### src/rtl/heartbeat_monitor.sv
// heartbeat_monitor
//
// Receiving end of a board-to-board heartbeat. Watches an asynchronous square
// wave from a remote toggler, measures the interval between its transitions in
// clk cycles, and reports lock, loss and out-of-tolerance conditions.
//
// Optional feature macro: HB_MONITOR_GLITCH_FILTER_EN
//   When defined, a filter stage after the synchronizer only accepts a new
//   level after FILTER_CYC identical samples, so short glitches are dropped.
//   The FILTER_CYC parameter exists only in that build.
//
// Ports:
//   clk           in   system clock
//   reset         in   synchronous, active-high
//   hb_in         in   asynchronous heartbeat input
//   clr_err       in   one-cycle pulse, clears the sticky error flags
//   alive         out  high while locked onto the heartbeat
//   toggle_pulse  out  one-cycle pulse per accepted hb_in transition
//   period        out  last measured interval in cycles (32 bits)
//   period_valid  out  one-cycle pulse when period updates
//   err_fast      out  sticky, an interval shorter than the window was seen
//   err_slow      out  sticky, an interval longer than the window or a timeout
module heartbeat_monitor #(
  parameter int unsigned FREQ_HZ       = 100000000,
  parameter int unsigned EXP_PERIOD_NS = 1000000000,
  parameter int unsigned TOL_PCT       = 10,
  parameter int unsigned LOCK_EDGES    = 2
`ifdef HB_MONITOR_GLITCH_FILTER_EN
  ,
  parameter int unsigned FILTER_CYC    = 4
`endif
) (
  input  logic        clk,
  input  logic        reset,
  input  logic        hb_in,
  input  logic        clr_err,
  output logic        alive,
  output logic        toggle_pulse,
  output logic [31:0] period,
  output logic        period_valid,
  output logic        err_fast,
  output logic        err_slow
);

  // Window limits are worked out in 64 bits because EXP_CYC*(100+TOL_PCT)
  // overflows 32 bits for realistic one-second heartbeats.
  localparam longint unsigned CLK_NS      = 64'(1000000000 / FREQ_HZ);
  localparam longint unsigned EXP_CYC     = 64'(EXP_PERIOD_NS) / CLK_NS;
  localparam longint unsigned MIN_CYC     = EXP_CYC * 64'(100 - TOL_PCT) / 64'd100;
  localparam longint unsigned MAX_CYC     = EXP_CYC * 64'(100 + TOL_PCT) / 64'd100;
  localparam longint unsigned TIMEOUT_CYC = 64'd2 * MAX_CYC;

  localparam logic [31:0] MIN_C     = MIN_CYC[31:0];
  localparam logic [31:0] MAX_C     = MAX_CYC[31:0];
  localparam logic [31:0] TIMEOUT_C = TIMEOUT_CYC[31:0];
  localparam logic [31:0] CNT_MAX   = 32'hFFFF_FFFF;

  localparam int GW = $clog2(LOCK_EDGES + 1);
  localparam logic [GW-1:0] LOCK_N   = GW'(LOCK_EDGES);
  localparam logic [GW-1:0] GOOD_ONE = GW'(1);

  typedef enum logic [1:0] {
    WAIT_FIRST,
    MEASURE,
    LOCKED
  } state_t;

  state_t        state;
  logic          sync1;
  logic          sync2;
  logic          lvl;
  logic          lvl_prev;
  logic          edge_q;
  logic [31:0]   cnt;
  logic [GW-1:0] good;
  logic          in_window;
  logic          too_fast;

  // Two-flop synchronizer, then the previous-level register and a registered
  // edge strobe. Registering the strobe puts the outputs three cycles after
  // the first capture of a transition.
  always_ff @(posedge clk) begin
    if (reset) begin
      sync1    <= 1'b0;
      sync2    <= 1'b0;
      lvl_prev <= 1'b0;
      edge_q   <= 1'b0;
    end else begin
      sync1    <= hb_in;
      sync2    <= sync1;
      lvl_prev <= lvl;
      edge_q   <= lvl ^ lvl_prev;
    end
  end

`ifdef HB_MONITOR_GLITCH_FILTER_EN
  localparam int FW = (FILTER_CYC > 1) ? $clog2(FILTER_CYC) : 1;
  localparam logic [FW-1:0] FILTER_LAST = FW'(FILTER_CYC - 1);
  localparam logic [FW-1:0] FILTER_ONE  = FW'(1);

  logic          filt;
  logic [FW-1:0] run;

  // The filtered level only follows the synchronized input once it has
  // disagreed for FILTER_CYC samples in a row; any agreement restarts the
  // count, so a pulse shorter than that never becomes an edge.
  always_ff @(posedge clk) begin
    if (reset) begin
      filt <= 1'b0;
      run  <= '0;
    end else if (sync2 == filt) begin
      run <= '0;
    end else if (run == FILTER_LAST) begin
      filt <= sync2;
      run  <= '0;
    end else begin
      run <= run + FILTER_ONE;
    end
  end

  assign lvl = filt;
`else
  assign lvl = sync2;
`endif

  assign in_window = (cnt >= MIN_C) && (cnt <= MAX_C);
  assign too_fast  = (cnt < MIN_C);

  // Interval counter, lock FSM and all registered outputs. The counter
  // restarts at 1 on each edge so that period is the exact cycle distance
  // between consecutive edges. clr_err is applied first so that an error
  // raised in the same cycle overrides the clear. An edge takes priority over
  // a timeout landing in the same cycle. A timeout discards the reference edge
  // and the good-interval run, so lock has to be re-earned from scratch.
  always_ff @(posedge clk) begin
    if (reset) begin
      state        <= WAIT_FIRST;
      cnt          <= '0;
      good         <= '0;
      period       <= '0;
      period_valid <= 1'b0;
      toggle_pulse <= 1'b0;
      alive        <= 1'b0;
      err_fast     <= 1'b0;
      err_slow     <= 1'b0;
    end else begin
      toggle_pulse <= edge_q;
      period_valid <= 1'b0;

      if (edge_q) begin
        cnt <= 32'd1;
      end else if (cnt != CNT_MAX) begin
        cnt <= cnt + 32'd1;
      end

      if (clr_err) begin
        err_fast <= 1'b0;
        err_slow <= 1'b0;
      end

      case (state)
        WAIT_FIRST: begin
          if (edge_q) begin
            state <= MEASURE;
          end
        end
        MEASURE, LOCKED: begin
          if (edge_q) begin
            period       <= cnt;
            period_valid <= 1'b1;
            if (in_window) begin
              if (state == MEASURE) begin
                good <= good + GOOD_ONE;
                if (good + GOOD_ONE == LOCK_N) begin
                  state <= LOCKED;
                  alive <= 1'b1;
                end
              end
            end else begin
              good  <= '0;
              alive <= 1'b0;
              state <= MEASURE;
              if (too_fast) begin
                err_fast <= 1'b1;
              end else begin
                err_slow <= 1'b1;
              end
            end
          end else if (cnt == TIMEOUT_C) begin
            err_slow <= 1'b1;
            alive    <= 1'b0;
            good     <= '0;
            state    <= WAIT_FIRST;
          end
        end
        default: begin
          state <= WAIT_FIRST;
        end
      endcase
    end
  end

endmodule
### config.mk
export PLATFORM = sky130hd
export DESIGN_NAME = heartbeat_monitor
export DESIGN_NICKNAME = d
export VERILOG_FILES = /design/src/rtl/heartbeat_monitor.sv
export SDC_FILE = /design/constraint.sdc
export NUM_CORES = 1
export LEC_CHECK = 0
export ABC_AREA = 1
export CAP_MARGIN = 20
export CELL_PAD_IN_SITES_DETAIL_PLACEMENT = 0
export CELL_PAD_IN_SITES_GLOBAL_PLACEMENT = 1
export CORE_MARGIN = 3
export CORE_UTILIZATION = 41
export DETAILED_ROUTE_END_ITERATION = 8
export GPL_TIMING_DRIVEN = 0
export MAX_ROUTING_LAYER = met4
export PLACE_DENSITY = 0.78
export SETUP_SLACK_MARGIN = 0.4
export SLEW_MARGIN = 20
export SYNTH_ARGS = -nofsm -noshare
export SYNTH_HDL_FRONTEND = slang
export SYNTH_SLANG_ARGS = --single-unit
### constraint.sdc
create_clock -name clk -period 1.85 [get_ports clk]
set_input_delay 0.2775 -clock clk [delete_from_list [all_inputs] [get_ports clk]]
set_output_delay 0.2775 -clock clk [all_outputs]
set_load 0.05 [all_outputs]
==> results of run 1 <==
stage by stage:
step	hold WS (ns)	TNS, ns
final	0.410	-0.164
after global routing	0.425	-1.78
after CTS	0.415	-0.0407
after detailed placement	0.402	-2.29
after global placement	0.399	-2.21
after floorplan	0.384	0
kinds of logic (layout without fill, tap and decap cells):
group                      count (synthesis)  after routing  synth area share
AOI/OAI and AO/OA                        101            101             0.134
xor gates and xnor gates                  23             23            0.0523
adders and majority gates                  7              7            0.0227
buffers and inverters                    103            201             0.104
DFF                                       77             77             0.400
and+or+nand+nor                          236            236             0.287
worst max path at each step:
stage	start	end	slack (ns)
2_1_floorplan	cnt[0]	cnt[11]	0.17
3_3_place_gp	cnt[14]	cnt[1]	-0.17
3_5_place_dp	cnt[1]	good[1]	-0.17
4_1_cts	cnt[1]	cnt[11]	-0.04
5_1_grt	cnt[0]	good[1]	-0.20
6_report	cnt[0]	alive	-0.06
state kept, by name, summed over array words and instances (netlist names):
register / cells
cnt: 32
period: 32
good: 2
state: 2
alive: 1
edge_q: 1
err_fast: 1
err_slow: 1
lvl: 1
lvl_prev: 1
period_valid: 1
sync1: 1
toggle_pulse: 1
final cells by class:
class	count	area share
buffer	17	0.0224
clock buffer	9	0.0224
clock inverter	7	0.0118
inverter	86	0.0624
multi-input combinational	367	0.414
sequential	77	0.285
tap	108	0.0244
timing repair buffer	82	0.157
synth_stat cells, types with 3 or more instances:
| master | instances | share of area |
|---|---|---|
| a21oi_1 | 43 | 0.056 |
| nand2_1 | 92 | 0.090 |
| nor3_1 | 17 | 0.022 |
| inv_2 | 7 | 0.0068 |
| inv_1 | 78 | 0.076 |
| nor2_1 | 71 | 0.069 |
| o21ai_1 | 5 | 0.0065 |
| o21ai_0 | 48 | 0.062 |
| clkbuf_1 | 8 | 0.0078 |
| nand2_2 | 3 | 0.0049 |
| nand3_1 | 24 | 0.031 |
| buf_1 | 4 | 0.0039 |
| a31oi_1 | 3 | 0.0049 |
| nand4_1 | 12 | 0.019 |
| ha_1 | 7 | 0.023 |
| buf_2 | 4 | 0.0052 |
| xor2_1 | 21 | 0.048 |
| nor4_1 | 4 | 0.0065 |
| dfxtp_1 | 77 | 0.40 |
power by group through the flow:
stage	registers (W)	clock network, W	logic (W)
after floorplan	0.00201	0	0.000316
after global placement	0.00183	0	0.000694
after detailed placement	0.00183	0	0.000698
after CTS	0.00180	0.00127	0.000784
after global routing	0.00181	0.00134	0.000977
final	0.00180	0.00124	0.000882
metal layers:
metal  track usage  vias to the layer above  routed length [um]
li1              -                     1941                   -
met1         0.313                     1790                5410
met2         0.381                       82                5870
met3        0.0562                       14                 582
met4        0.0787                        0                 154
met5             -                        -                   0
critical path, stage by stage (launching register included):
cell and delay (ns):
dfxtp_4 0.37, buf_12 0.13, inv_8 0.06, ha_4 0.12
nor3b_4 0.21, nand2_1 0.10, nor2_2 0.17, nand2_2 0.12
a21oi_4 0.24, buf_6 0.14, nand3_2 0.07, a21oi_2 0.12
layout by cell type (no fill, tap or decap), types with 9 or more instances in the layout:
cell             synthesis  final
nand2_1                 92     73
inv_1                   78     66
dfxtp_1                 77     59
nor2_1                  71     55
clkdlybuf4s15_2          0     36
a21oi_1                 43     35
o21ai_0                 48     29
buf_4                    0     27
nand3_1                 24     20
xor2_1                  21     20
nand2_2                  3     18
o21ai_2                  0     16
inv_2                    7     15
dfxtp_2                  0     14
nor3_1                  17     13
buf_6                    1     13
nand4_1                 12     12
nor2_2                   2     11
clkbuf_8                 0      9
what timing repair did:
item | 4_1_cts | 5_1_grt
setup endpoints to repair | 108 | 70
gates cloned | 1 | 0
resized for setup | 209 | 77
pin swaps | 22 | 29
buffers inserted | 23 | 18
==> impl_metrics.tcl, run 1 <==
set metrics [dict create \
    p_total_w 0.00392 \
    grt_pass1_wl_um 19200 \
    die_area_mm2 0.0106 \
    layout.nets 651 \
    maxCapViolations 0 \
    final.period_utilization 1.03 \
    place_area_mm2 0.00442 \
    slew_violations 0 \
    min_to "lvl" \
    synth_edf_count 0 \
    hold_buffers 0 \
    async_flop_share 0 \
    vias_per_cell 5.08 \
    holdCritPathClass "register to register" \
    postSynthCellCount 547 \
    htree_levels 3 \
    r2r_end "alive" \
    cts_tree "built" \
    design.core.area_mm2 0.00893 \
    gp_congestion 0.903 \
    syn-num-nets 558 \
    fin_cells 753 \
    grt_max_degree 17 \
    fin_util 0.619 \
    p_switching_w 0.00134 \
    register_area_mm2 0.00157 \
    place_ws_ns -0.168 \
    fillers 863 \
    routed_wl_um 12000 \
    synth-seq-area-share 0.400 \
    violations "setup timing" \
    cp-start-kind "register" \
    p_per_area_mw_per_mm2 710 \
    clock_latency_ns 0.36 \
    hp-start "sync1" \
    ios 41 \
    start_util 0.431 \
    cts_buffers 9 \
    final-setup-viol-count 4 \
    final_area_mm2 0.00553 \
    ys.flop_type "dfxtp_1" \
    die_w_um 103 \
    antenna_found_initial 0 \
    p_seq_frac 0.459 \
    ys_types 34 \
    clock-root-buffer "clkbuf_8" \
    worst_slack_ns -0.0609 \
    clkSinkCount 77 \
    ant_nets 0 \
    period_minus_slack_ns 1.91 \
    grt-ovfl-total 0 \
    drtPass1Iterations 4 \
    syn_area_per_cell_um2 7.04 \
    crit_type "register to register" \
    required_ns 2.14 \
    crit_fanout 4 \
    finClkSkew_ns 0.0129 \
    grt_pass1_vias 3756 \
    clockBufferDepth 2 \
    fmax_mhz 523 \
    switching_share 0.340 \
    reg2reg_slack_ns -0.06 \
    drc 0 \
    hold_violations 0 \
    combPwrFrac 0.225 \
    layout-drive-gt1-share 0.366 \
    whs_path_depth 2 \
    rsz0062_at_grt "true" \
    p_int_w 0.00259 \
    area_delta_synth_final_pct 43.6 \
    status "complete, but fails checks" \
    vias 3827 \
    mappedNetlistArea_mm2 0.00385 \
    drt_iter0_drc 172 \
    clk_pin_slew_ns 0.09 \
    tightest_slew_ns 0.716 \
    irDropWorstVdd_mv 0.417 \
    portBuffers 40 \
    clkPwrFrac 0.316 \
    die_h_um 103 \
    dp_hpwl_um 8610 \
    synth-seq-cells 77 \
    critPathArrivalTime_ns 2.21 \
    maxSlewHeadroom 0.523 \
    p_leak_nw 2.37 \
    rr_startpoint "cnt[0]" \
    dp_cells 695 \
    antennaDiodeCount 0 \
    grt_util_all_layers 0.244 \
    yosys_warnings 0 \
    rows 34 \
    multi_input_area_mm2 0.00229 \
    routedWlPerCell_um 16.0 \
    setup.worst_path.end_class "register" \
    reg2reg_depth 11 \
]
(Power assumes the default switching activity.)
==> run 2: changes to the inputs <==
--- a/config.mk
+++ b/config.mk
@@ -10,11 +10,12 @@
 export CELL_PAD_IN_SITES_DETAIL_PLACEMENT = 0
 export CELL_PAD_IN_SITES_GLOBAL_PLACEMENT = 1
 export CORE_MARGIN = 3
-export CORE_UTILIZATION = 41
+export CORE_UTILIZATION = 49
 export DETAILED_ROUTE_END_ITERATION = 8
+export DONT_BUFFER_PORTS = 1
 export GPL_TIMING_DRIVEN = 0
 export MAX_ROUTING_LAYER = met4
-export PLACE_DENSITY = 0.78
+export PLACE_DENSITY = 0.82
 export SETUP_SLACK_MARGIN = 0.4
 export SLEW_MARGIN = 20
 export SYNTH_ARGS = -nofsm -noshare
==> constraint.sdc (replaced) <==
create_clock -name clk -period 2.3 [get_ports clk]
set_input_delay 0.345 -clock clk [delete_from_list [all_inputs] [get_ports clk]]
set_output_delay 0.345 -clock clk [all_outputs]
set_load 0.05 [all_outputs]
==> run 2 against run 1 <==
Effect of this change: the run now ends clean; clock power down 23%; worst setup slack better by 0.51 ns; combinational power shrank 61%; critical endpoint is now cnt[2]; die area is 15% lower; final cell count fell by 10%; register-to-register slack gained 0.51 ns.
==> impl_metrics.tcl, run 2 (synthesis results as in run 1) <==
set metrics [dict create \
    start_util 0.517 \
    routedWlPerCell_um 16.3 \
    layout.nets 585 \
    p_int_w 0.00194 \
    clk_pin_slew_ns 0.08 \
    setup.worst_path.end_class "register" \
    critPathArrivalTime_ns 2.10 \
    drc 0 \
    clockBufferDepth 2 \
    maxCapViolations 0 \
    grt_max_degree 15 \
    required_ns 2.55 \
    grt-ovfl-total 0 \
    irDropWorstVdd_mv 0.294 \
    final.period_utilization 0.805 \
    die_h_um 94.6 \
    vias 3582 \
    crit_type "register to register" \
    grt_pass1_wl_um 17300 \
    whs_path_depth 2 \
    reg2reg_depth 11 \
    rows 31 \
    crit_slowest_cell "dfxtp_4" \
    r2r_end "cnt[2]" \
    layout-drive-gt1-share 0.178 \
    fin_setup_tns_ns 0 \
    gp_congestion 0.957 \
    maxSlewHeadroom 0.617 \
    grt_util_all_layers 0.262 \
    critPathMaxStageDelay_ns 0.39 \
    min_to "sync1" \
    combPwrFrac 0.118 \
    largestRegisters "cnt x32, period x32" \
    hold_buffers 0 \
    dp_hpwl_um 8330 \
    routed_wl_um 11100 \
    antenna_found_initial 0 \
    rr_startpoint "cnt[0]" \
    status "finished, final reports clean" \
    clock_latency_ns 0.35 \
    switching_share 0.329 \
    area_delta_synth_final_pct 15.3 \
    p_switching_w 0.000952 \
    drtPass1Iterations 4 \
    crit_fanout 8 \
    tightest_slew_ns 0.575 \
    drt_iter0_drc 194 \
    rsz0062_at_grt "true" \
    clkSinkCount 77 \
    period_minus_slack_ns 1.85 \
    die_area_mm2 0.00896 \
    die_w_um 94.6 \
    whs_ns 0.0950 \
    design.core.area_mm2 0.00745 \
    vias_per_cell 5.28 \
    layout_commonest_cell "nand2_1" \
    antennaDiodeCount 0 \
    p_per_area_mw_per_mm2 652 \
    slew_violations 0 \
    mostFrequentLayoutCells "nand2_1 (88), inv_1 (73), dfxtp_1 (63)" \
    grt_pass1_vias 3341 \
    cp_cell_sequence "ha_4, nand2_2, inv_2, nand3_4, nor2_4, nand2_4, nor3_4, nand4_4, buf_6, a21oi_1, nor3_2" \
    final_area_mm2 0.00444 \
    hold_violations 0 \
    fmax_mhz 540 \
    htree_levels 3 \
    ant_nets 0 \
    place_area_mm2 0.00397 \
    p_leak_nw 2.01 \
    holdCritPathClass "input port to register" \
    finClkSkew_ns 0.0104 \
    cts_buffers 9 \
    cp-start-kind "register" \
    portBuffers 0 \
    reg2reg_slack_ns 0.45 \
    clock-root-buffer "clkbuf_8" \
    p_seq_frac 0.553 \
    cts_tree "built" \
    ios 41 \
    final-setup-viol-count 0 \
    clkPwrFrac 0.329 \
    hp-start "hb_in" \
]
## run 2: cell types whose count changed in the layout (fill, tap and decap cells not counted), sizes merged
cell	previous run	this run
buf	54	25
clkbuf	15	18
clkdlybuf4s15	36	0
clkdlybuf4s50	3	0
inv	88	87
## run 2: per-stage QoR
step,util,power (W),std cells,setup WS [ns]
finish,0.596,0.00290,678,0.448
global route,0.596,0.00304,678,0.323
CTS,0.576,0.00291,672,0.383
detailed placement,0.534,0.00195,646,0.148
global placement,0.534,0.00194,646,0.205
floorplan,-,0.00187,547,0.591
## run 2: routing by layer
metal  share of wire  global-route usage  vias up
li1                -                   -     1814
met1            0.46               0.339     1668
met2            0.48               0.413       82
met3           0.052              0.0542       18
met4           0.016              0.0757        0
met5               0                   -        -
## run 2: critical path: cells and delay by family, from the launching register on
family                   cells  cell delay, ns
AND/OR/NAND/NOR              7            0.81
flip-flops                   1            0.39
buffers and inverters        2            0.25
AO/OA/AOI/OAI                1            0.14
adder cells (fa/ha/maj)      1            0.14
## run 2: power by group through the flow
stage / sequential [W] / clock, W / combinational, W
after global routing: 0.00161 / 0.00103 / 0.000397
final: 0.00160 / 0.000953 / 0.000341
after detailed placement: 0.00163 / 0 / 0.000315
after CTS: 0.00160 / 0.000984 / 0.000328
after global placement: 0.00163 / 0 / 0.000307
after floorplan: 0.00162 / 0 / 0.000251
## run 2: layout make-up
type / instances / area, um2
buffer: 17 / 87.6
multi-input combinational: 367 / 2010
tap: 99 / 124
clock buffer: 10 / 138
fill: 733 / 3010
sequential: 77 / 1560
clock inverter: 6 / 43.8
timing repair buffer: 16 / 141
inverter: 86 / 330
## run 2: how the worst max path moves through the flow
| stage | startpoint | endpoint | depth (start not counted) |
|---|---|---|---|
| 2_1_floorplan | cnt[0] | cnt[11] | 11 |
| 3_3_place_gp | state[1] | period[13] | 7 |
| 3_5_place_dp | state[1] | period[18] | 7 |
| 4_1_cts | cnt[1] | cnt[11] | 11 |
| 5_1_grt | cnt[0] | cnt[11] | 11 |
| 6_report | cnt[0] | cnt[2] | 11 |
## run 2: what timing repair did
item / in CTS / in global routing
pin swaps: 5 / 9
resized for setup: 20 / 41
buffers inserted: 10 / 5
endpoints found under the setup margin: 36 / 53
gates cloned: 0 / 1
